File: config.mk
export PLATFORM = sky130hd
export DESIGN_NAME = display_7_seg_scan
export DESIGN_NICKNAME = d
export VERILOG_FILES = /design/src/rtl/display_pkg.sv /design/src/rtl/hex_to_seg.sv /design/src/rtl/display_7_seg_scan.sv
export SDC_FILE = /design/constraint.sdc
export NUM_CORES = 1
export LEC_CHECK = 0
export BUFFER_PORTS_ARGS = -buffer_cell sky130_fd_sc_hd__buf_2
export CAP_MARGIN = 20
export CELL_PAD_IN_SITES_DETAIL_PLACEMENT = 0
export CELL_PAD_IN_SITES_GLOBAL_PLACEMENT = 2
export CORE_MARGIN = 2
export CORE_UTILIZATION = 39
export CTS_CLUSTER_SIZE = 24
export DETAILED_ROUTE_END_ITERATION = 16
export PLACE_DENSITY_LB_ADDON = 0.1
export SYNTH_ARGS = -nofsm -noshare
export SYNTH_HDL_FRONTEND = slang
export SYNTH_HIERARCHICAL = 1
export SYNTH_SLANG_ARGS = --single-unit
File: constraint.sdc
create_clock -name clock -period 7.9 [get_ports clock]
set_input_delay 0.79 -clock clock [delete_from_list [all_inputs] [get_ports clock]]
set_output_delay 0.79 -clock clock [all_outputs]
set_load 0.005 [all_outputs]
File: src/rtl/display_pkg.sv
// Shared constants for the multiplexed seven-segment display driver.
package display_pkg;

    // Width of the PWM brightness level (0 = 1/16 duty ... 15 = 16/16 duty).
    localparam int unsigned BRIGHT_W = 4;

    // All segments and the decimal point dark (outputs are active-low).
    localparam logic [7:0] SEG_OFF = 8'hFF;

    // Active-low hex glyphs, bit order g,f,e,d,c,b,a. Lowercase b and d.
    localparam logic [6:0] GLYPH [16] = '{
        7'h40, // 0
        7'h79, // 1
        7'h24, // 2
        7'h30, // 3
        7'h19, // 4
        7'h12, // 5
        7'h02, // 6
        7'h78, // 7
        7'h00, // 8
        7'h10, // 9
        7'h08, // A
        7'h03, // b
        7'h46, // C
        7'h21, // d
        7'h06, // E
        7'h0E  // F
    };

endpackage

File: src/rtl/hex_to_seg.sv
// Combinational nibble + decimal point to active-low segment code.
module hex_to_seg
    import display_pkg::*;
(
    input  logic [3:0] nibble_in,
    input  logic       dp_in,
    output logic [7:0] seg_out
);

    // Look up the glyph; the dp bit is pulled low when the point is lit.
    always_comb begin
        seg_out = {~dp_in, GLYPH[nibble_in]};
    end

endmodule

File: src/rtl/display_7_seg_scan.sv
// Multiplexed seven-segment driver: double-buffered frame, digit scan with a
// refresh prescaler, per-slot PWM brightness and optional leading-zero blanking.
module display_7_seg_scan
    import display_pkg::*;
#(
    parameter int unsigned DIGITS   = 4,
    parameter int unsigned PRESCALE = 1024
) (
    input  logic                  clock,
    input  logic                  reset_n,
    input  logic                  load_in,
    input  logic [4*DIGITS-1:0]   value_in,
    input  logic [DIGITS-1:0]     dp_in,
    input  logic [DIGITS-1:0]     digit_en_in,
    input  logic                  lz_blank_in,
    input  logic [BRIGHT_W-1:0]   brightness_in,
    output logic [7:0]            segment_out,
    output logic [DIGITS-1:0]     enable_out,
    output logic                  frame_out
);

    localparam int unsigned TW  = $clog2(PRESCALE);
    localparam int unsigned TW1 = TW + 1;
    localparam int unsigned DW  = $clog2(DIGITS);

    localparam logic [TW-1:0] TICK_LAST  = TW'(PRESCALE - 1);
    localparam logic [DW-1:0] DIGIT_LAST = DW'(DIGITS - 1);
    // On-time grows by PRESCALE/16 cycles per brightness step.
    localparam logic [TW:0]   ON_STEP    = TW1'(PRESCALE / 16);

    // Scan counters.
    logic [TW-1:0] tick_q, tick_d;
    logic [DW-1:0] digit_q, digit_d;

    // Brightness latched at the start of every slot.
    logic [BRIGHT_W-1:0] bright_q, bright_d;

    // Active (displayed) buffer.
    logic [4*DIGITS-1:0] act_val_q, act_val_d;
    logic [DIGITS-1:0]   act_dp_q, act_dp_d;
    logic [DIGITS-1:0]   act_en_q, act_en_d;
    logic                act_lz_q, act_lz_d;

    // Pending buffer, promoted to active at the next frame boundary.
    logic [4*DIGITS-1:0] pend_val_q, pend_val_d;
    logic [DIGITS-1:0]   pend_dp_q, pend_dp_d;
    logic [DIGITS-1:0]   pend_en_q, pend_en_d;
    logic                pend_lz_q, pend_lz_d;
    logic                pend_valid_q, pend_valid_d;

    // Registered outputs.
    logic [7:0]        seg_q, seg_d;
    logic [DIGITS-1:0] en_q, en_d;
    logic              frame_q;

    logic               tick_wrap;
    logic               boundary;
    logic [BRIGHT_W-1:0] bright_eff;
    logic [TW:0]        on_time;
    logic               in_on_time;
    logic [DIGITS-1:0]  blank_vec;
    logic               zero_run;
    logic               digit_lit;
    logic [3:0]         cur_nibble;
    logic               cur_dp;
    logic [7:0]         glyph_code;

    assign tick_wrap = (tick_q == TICK_LAST);
    assign boundary  = tick_wrap && (digit_q == DIGIT_LAST);

    // Tick wraps every slot; digit advances on each tick wrap.
    always_comb begin
        tick_d  = tick_q + TW'(1);
        digit_d = digit_q;
        if (tick_wrap) begin
            tick_d  = '0;
            digit_d = (digit_q == DIGIT_LAST) ? '0 : digit_q + DW'(1);
        end
    end

    // The slot's first cycle already uses the freshly sampled level so the
    // whole slot sees one consistent on-time.
    always_comb begin
        bright_eff = (tick_q == '0) ? brightness_in : bright_q;
        bright_d   = bright_eff;
        on_time    = (TW1'(bright_eff) + TW1'(1)) * ON_STEP;
        in_on_time = ({1'b0, tick_q} < on_time);
    end

    // Double buffer: a load on the boundary bypasses pending and drops any
    // older pending frame; otherwise pending is promoted at the boundary.
    always_comb begin
        act_val_d    = act_val_q;
        act_dp_d     = act_dp_q;
        act_en_d     = act_en_q;
        act_lz_d     = act_lz_q;
        pend_val_d   = pend_val_q;
        pend_dp_d    = pend_dp_q;
        pend_en_d    = pend_en_q;
        pend_lz_d    = pend_lz_q;
        pend_valid_d = pend_valid_q;
        if (boundary) begin
            if (load_in) begin
                act_val_d = value_in;
                act_dp_d  = dp_in;
                act_en_d  = digit_en_in;
                act_lz_d  = lz_blank_in;
            end else if (pend_valid_q) begin
                act_val_d = pend_val_q;
                act_dp_d  = pend_dp_q;
                act_en_d  = pend_en_q;
                act_lz_d  = pend_lz_q;
            end
            pend_valid_d = 1'b0;
        end else if (load_in) begin
            pend_val_d   = value_in;
            pend_dp_d    = dp_in;
            pend_en_d    = digit_en_in;
            pend_lz_d    = lz_blank_in;
            pend_valid_d = 1'b1;
        end
    end

    // Leading-zero run from the top digit down; digit 0 is never blanked.
    always_comb begin
        blank_vec = '0;
        zero_run  = 1'b1;
        for (int d = DIGITS - 1; d >= 1; d--) begin
            zero_run     = zero_run && (act_val_q[4*d +: 4] == 4'h0) && !act_dp_q[d];
            blank_vec[d] = act_lz_q && zero_run;
        end
    end

    // Select the scanned digit's nibble and decimal point.
    always_comb begin
        cur_nibble = act_val_q[{digit_q, 2'b00} +: 4];
        cur_dp     = act_dp_q[digit_q];
        digit_lit  = act_en_q[digit_q] && !blank_vec[digit_q];
    end

    hex_to_seg u_hex_to_seg (
        .nibble_in (cur_nibble),
        .dp_in     (cur_dp),
        .seg_out   (glyph_code)
    );

    // Drive one anode low during the on-time of a lit digit.
    always_comb begin
        seg_d = SEG_OFF;
        en_d  = '1;
        if (digit_lit && in_on_time) begin
            seg_d         = glyph_code;
            en_d[digit_q] = 1'b0;
        end
    end

    // Counters and brightness latch.
    always_ff @(posedge clock) begin
        if (!reset_n) begin
            tick_q   <= '0;
            digit_q  <= '0;
            bright_q <= '0;
        end else begin
            tick_q   <= tick_d;
            digit_q  <= digit_d;
            bright_q <= bright_d;
        end
    end

    // Active and pending frame buffers.
    always_ff @(posedge clock) begin
        if (!reset_n) begin
            act_val_q    <= '0;
            act_dp_q     <= '0;
            act_en_q     <= '0;
            act_lz_q     <= 1'b0;
            pend_val_q   <= '0;
            pend_dp_q    <= '0;
            pend_en_q    <= '0;
            pend_lz_q    <= 1'b0;
            pend_valid_q <= 1'b0;
        end else begin
            act_val_q    <= act_val_d;
            act_dp_q     <= act_dp_d;
            act_en_q     <= act_en_d;
            act_lz_q     <= act_lz_d;
            pend_val_q   <= pend_val_d;
            pend_dp_q    <= pend_dp_d;
            pend_en_q    <= pend_en_d;
            pend_lz_q    <= pend_lz_d;
            pend_valid_q <= pend_valid_d;
        end
    end

    // Output registers: one cycle behind the counters.
    always_ff @(posedge clock) begin
        if (!reset_n) begin
            seg_q   <= SEG_OFF;
            en_q    <= '1;
            frame_q <= 1'b0;
        end else begin
            seg_q   <= seg_d;
            en_q    <= en_d;
            frame_q <= boundary;
        end
    end

    assign segment_out = seg_q;
    assign enable_out  = en_q;
    assign frame_out   = frame_q;

endmodule

==> flow_summary.ini <==
[synth]
synth_cells = 426
synth_simple_gate_area_share = 0.191
synth_edf_count = 0
synth-adder-area-share = 0.0542
ys_async_sr_fraction = 0
yosys_most_used_dff = dfxtp_1
synth_compound_area_frac = 0.132
synth_top_family_by_area = simple AND/OR/NAND/NOR gates
avgSynthCellArea_um2 = 9.22
yosysWarnings = 6
ys_types = 45
synthXorXnorAreaFrac = 0.0223
ys_ff_latch = 80
syn_nets = 475
synthMuxAreaShare = 0.137
synth_area_um2 = 3930
ys_seq_area_frac = 0.408

[drt]
drtIter0Drc = 86
drc = 0
drtPass1Iterations = 4
avgViaCountPerCell = 5.16
antenna_left = 0
wl_per_cell_um = 14.4
wl_um = 8480
vias = 3047

[cts]
clk_latency_ns = 0.35
htree_levels = 3
clock-root-buffer = clkbuf_8
cts.sinks = 80
cts_hold_buf = 0
cts_buffers = 9
cts_resized = 0
cts_buffer_depth = 2
clk_pin_slew_ns = 0.08
post-cts-setup-buffers = 0
cts_tree = built

[die]
die_area_um2 = 10900
core_area_um2 = 9770
die_h_um = 104
io_pins = 45
rows = 36
die_w_um = 104
initial_utilization = 0.402

[critical_path]
path_buf_inv = 1
path_class = flop to flop
cp.arrival_ns = 3.49
worstSetupEndpointType = flop
cp_top_family = simple AND/OR/NAND/NOR gates
critPathMaxStageDelay_ns = 0.59
critPathSlowestCell = or3b_2
critical_path.most_common_cell = ha_1
path_cells = inv_1, ha_1, nor4b_2, nand3_2, mux2_2, ha_1, xor2_1, ha_1, o21a_1, a21oi_1, or3b_2, o211ai_1
start_kind = flop
path_max_fanout = 12
worstPathRequired_ns = 8.17

[timing]
drv_slew = 0
hold_violations = 0
setup_violations = 0
tightest_slew_ns = 0.846
rsz0062_at_grt = no
fin_crit_sh = 0.408
fmax_mhz = 310
slew_headroom = 0.436
clock_skew_ns = 0.00758
period_needed_ns = 3.22
tns_ns = 0

[global_route]
grt_pass1_wl_um = 14400
grt_max_degree = 85
grt_pass1_vias = 2840
grt_use_total = 0.162
gr-total-overflow = 0
antenna_found_initial = 0

[hold_path]
hp-class = flop to flop

[layout]
fin_cells = 590
fin_nets = 501
fillCellCount = 990
area.growth.synth_to_final_pct = 12.8
layout_common_cells = dfxtp_1 (80), nand3_1 (55), buf_2 (44)
n_antenna_cell = 0
layout_commonest_cell = dfxtp_1
final_area_um2 = 4430
drive_above_1_share = 0.182

[power]
power.density_nw_per_um2 = 189
peakVddDrop_mv = 0.0730
leakagePower_nw = 1.74

[placed_design]
hpwl_um = 5690
io_buffers = 44
placed_cells = 573
post_dp_cell_area_um2 = 4180
gp_congestion = 0.745

[status]
status = finished clean

[run]
cap_violations = 0
[worst paths after layout]
path                               startpoint  cells past startpoint  slack, ns              to
worst max-delay path                tick_q[0]                     12       4.68  segment_out[6]
worst min-delay path            pend_val_q[8]                      2       0.47   pend_val_q[8]
worst max register to register      tick_q[0]                     12       4.68  segment_out[6]
worst min register to register  pend_val_q[8]                      2       0.47   pend_val_q[8]
[Yosys cell counts (all sizes together), types with 2 or more instances]
cell    count  share of area
inv        12          0.011
buf        17          0.029
clkbuf     17          0.016
a21oi       3         0.0038
a22o        2         0.0045
nor2       32          0.031
o21ai      30          0.038
nor4        2         0.0032
dfxtp      80           0.41
nand2      32          0.031
o31ai      26          0.050
xnor2       4         0.0089
mux2        4          0.011
xor2        6          0.013
mux2i      33          0.084
and3        5         0.0080
or4         2         0.0038
or3         3         0.0048
nor3        3         0.0038
mux4        7          0.041
nand4       3         0.0064
nand3      57          0.075
ha         17          0.054
or3b        3         0.0067
o211ai     12          0.023
and2        2         0.0032
[kinds of logic (layout without fill, tap and decap cells)]
logic type | after synthesis | in the layout
buffers and inverters | 46 | 77
flip-flops | 80 | 80
multiplexers | 44 | 44
XOR/XNOR | 10 | 10
adder cells (fa/ha/maj) | 17 | 17
AND/OR/NAND/NOR | 150 | 150
AO/OA/AOI/OAI | 79 | 79
[cell type report]
cell class                 instances  area (µm²)  area share
sequential                        80        1600       0.361
clock buffer                      11         141      0.0319
timing repair buffer              49         278      0.0627
tap                              133         166      0.0376
multi-input combinational        300        2120       0.478
clock inverter                     5        80.1      0.0181
inverter                          12        45.0      0.0102
[worst min-delay path, delay by kind of cell (launching register included)]
kind | cells | cell delay (ns)
flip-flops | 1 | 0.31
AND/OR/NAND/NOR | 1 | 0.05
AO/OA/AOI/OAI | 1 | 0.06
[stage by stage]
| step | hold WS [ns] | setup slack [ns] | util | total power [mW] |
|---|---|---|---|---|
| after floorplan | 0.437 | 4.91 | - | 0.487 |
| after global placement | 0.452 | 4.76 | 0.428 | 0.507 |
| after detailed placement | 0.461 | 4.68 | 0.428 | 0.508 |
| after CTS | 0.476 | 4.66 | 0.450 | 0.846 |
| after global routing | 0.497 | 4.40 | 0.453 | 0.874 |
| final | 0.470 | 4.68 | 0.453 | 0.837 |
[power breakdown]
group	leakage [nW]	switching, mW	internal, mW	total, mW
registers	0.651	0.00626	0.414	0.420
logic	0.981	0.0468	0.0319	0.0787
clock network	0.106	0.151	0.186	0.338
[routing by layer]
metal	vias to the layer above	track usage	wire (µm)
met5	-	0	0
met4	0	0.0695	182
met3	14	0.0294	243
met2	45	0.246	3780
met1	1401	0.226	4270
li1	1587	-	-
[sequential cells by signal, summed over array words and instances, names as in the netlist, named ones only]
signal / flops
bright_q: 3
segment_out: 8
act_lz_q: 1
pend_lz_q: 1
pend_valid_q: 1
act_dp_q: 4
enable_out: 4
act_en_q: 4
frame_out: 1
pend_en_q: 4
pend_val_q: 16
tick_q: 10
pend_dp_q: 4
act_val_q: 16
digit_q: 2
(Power assumes the default switching activity.)
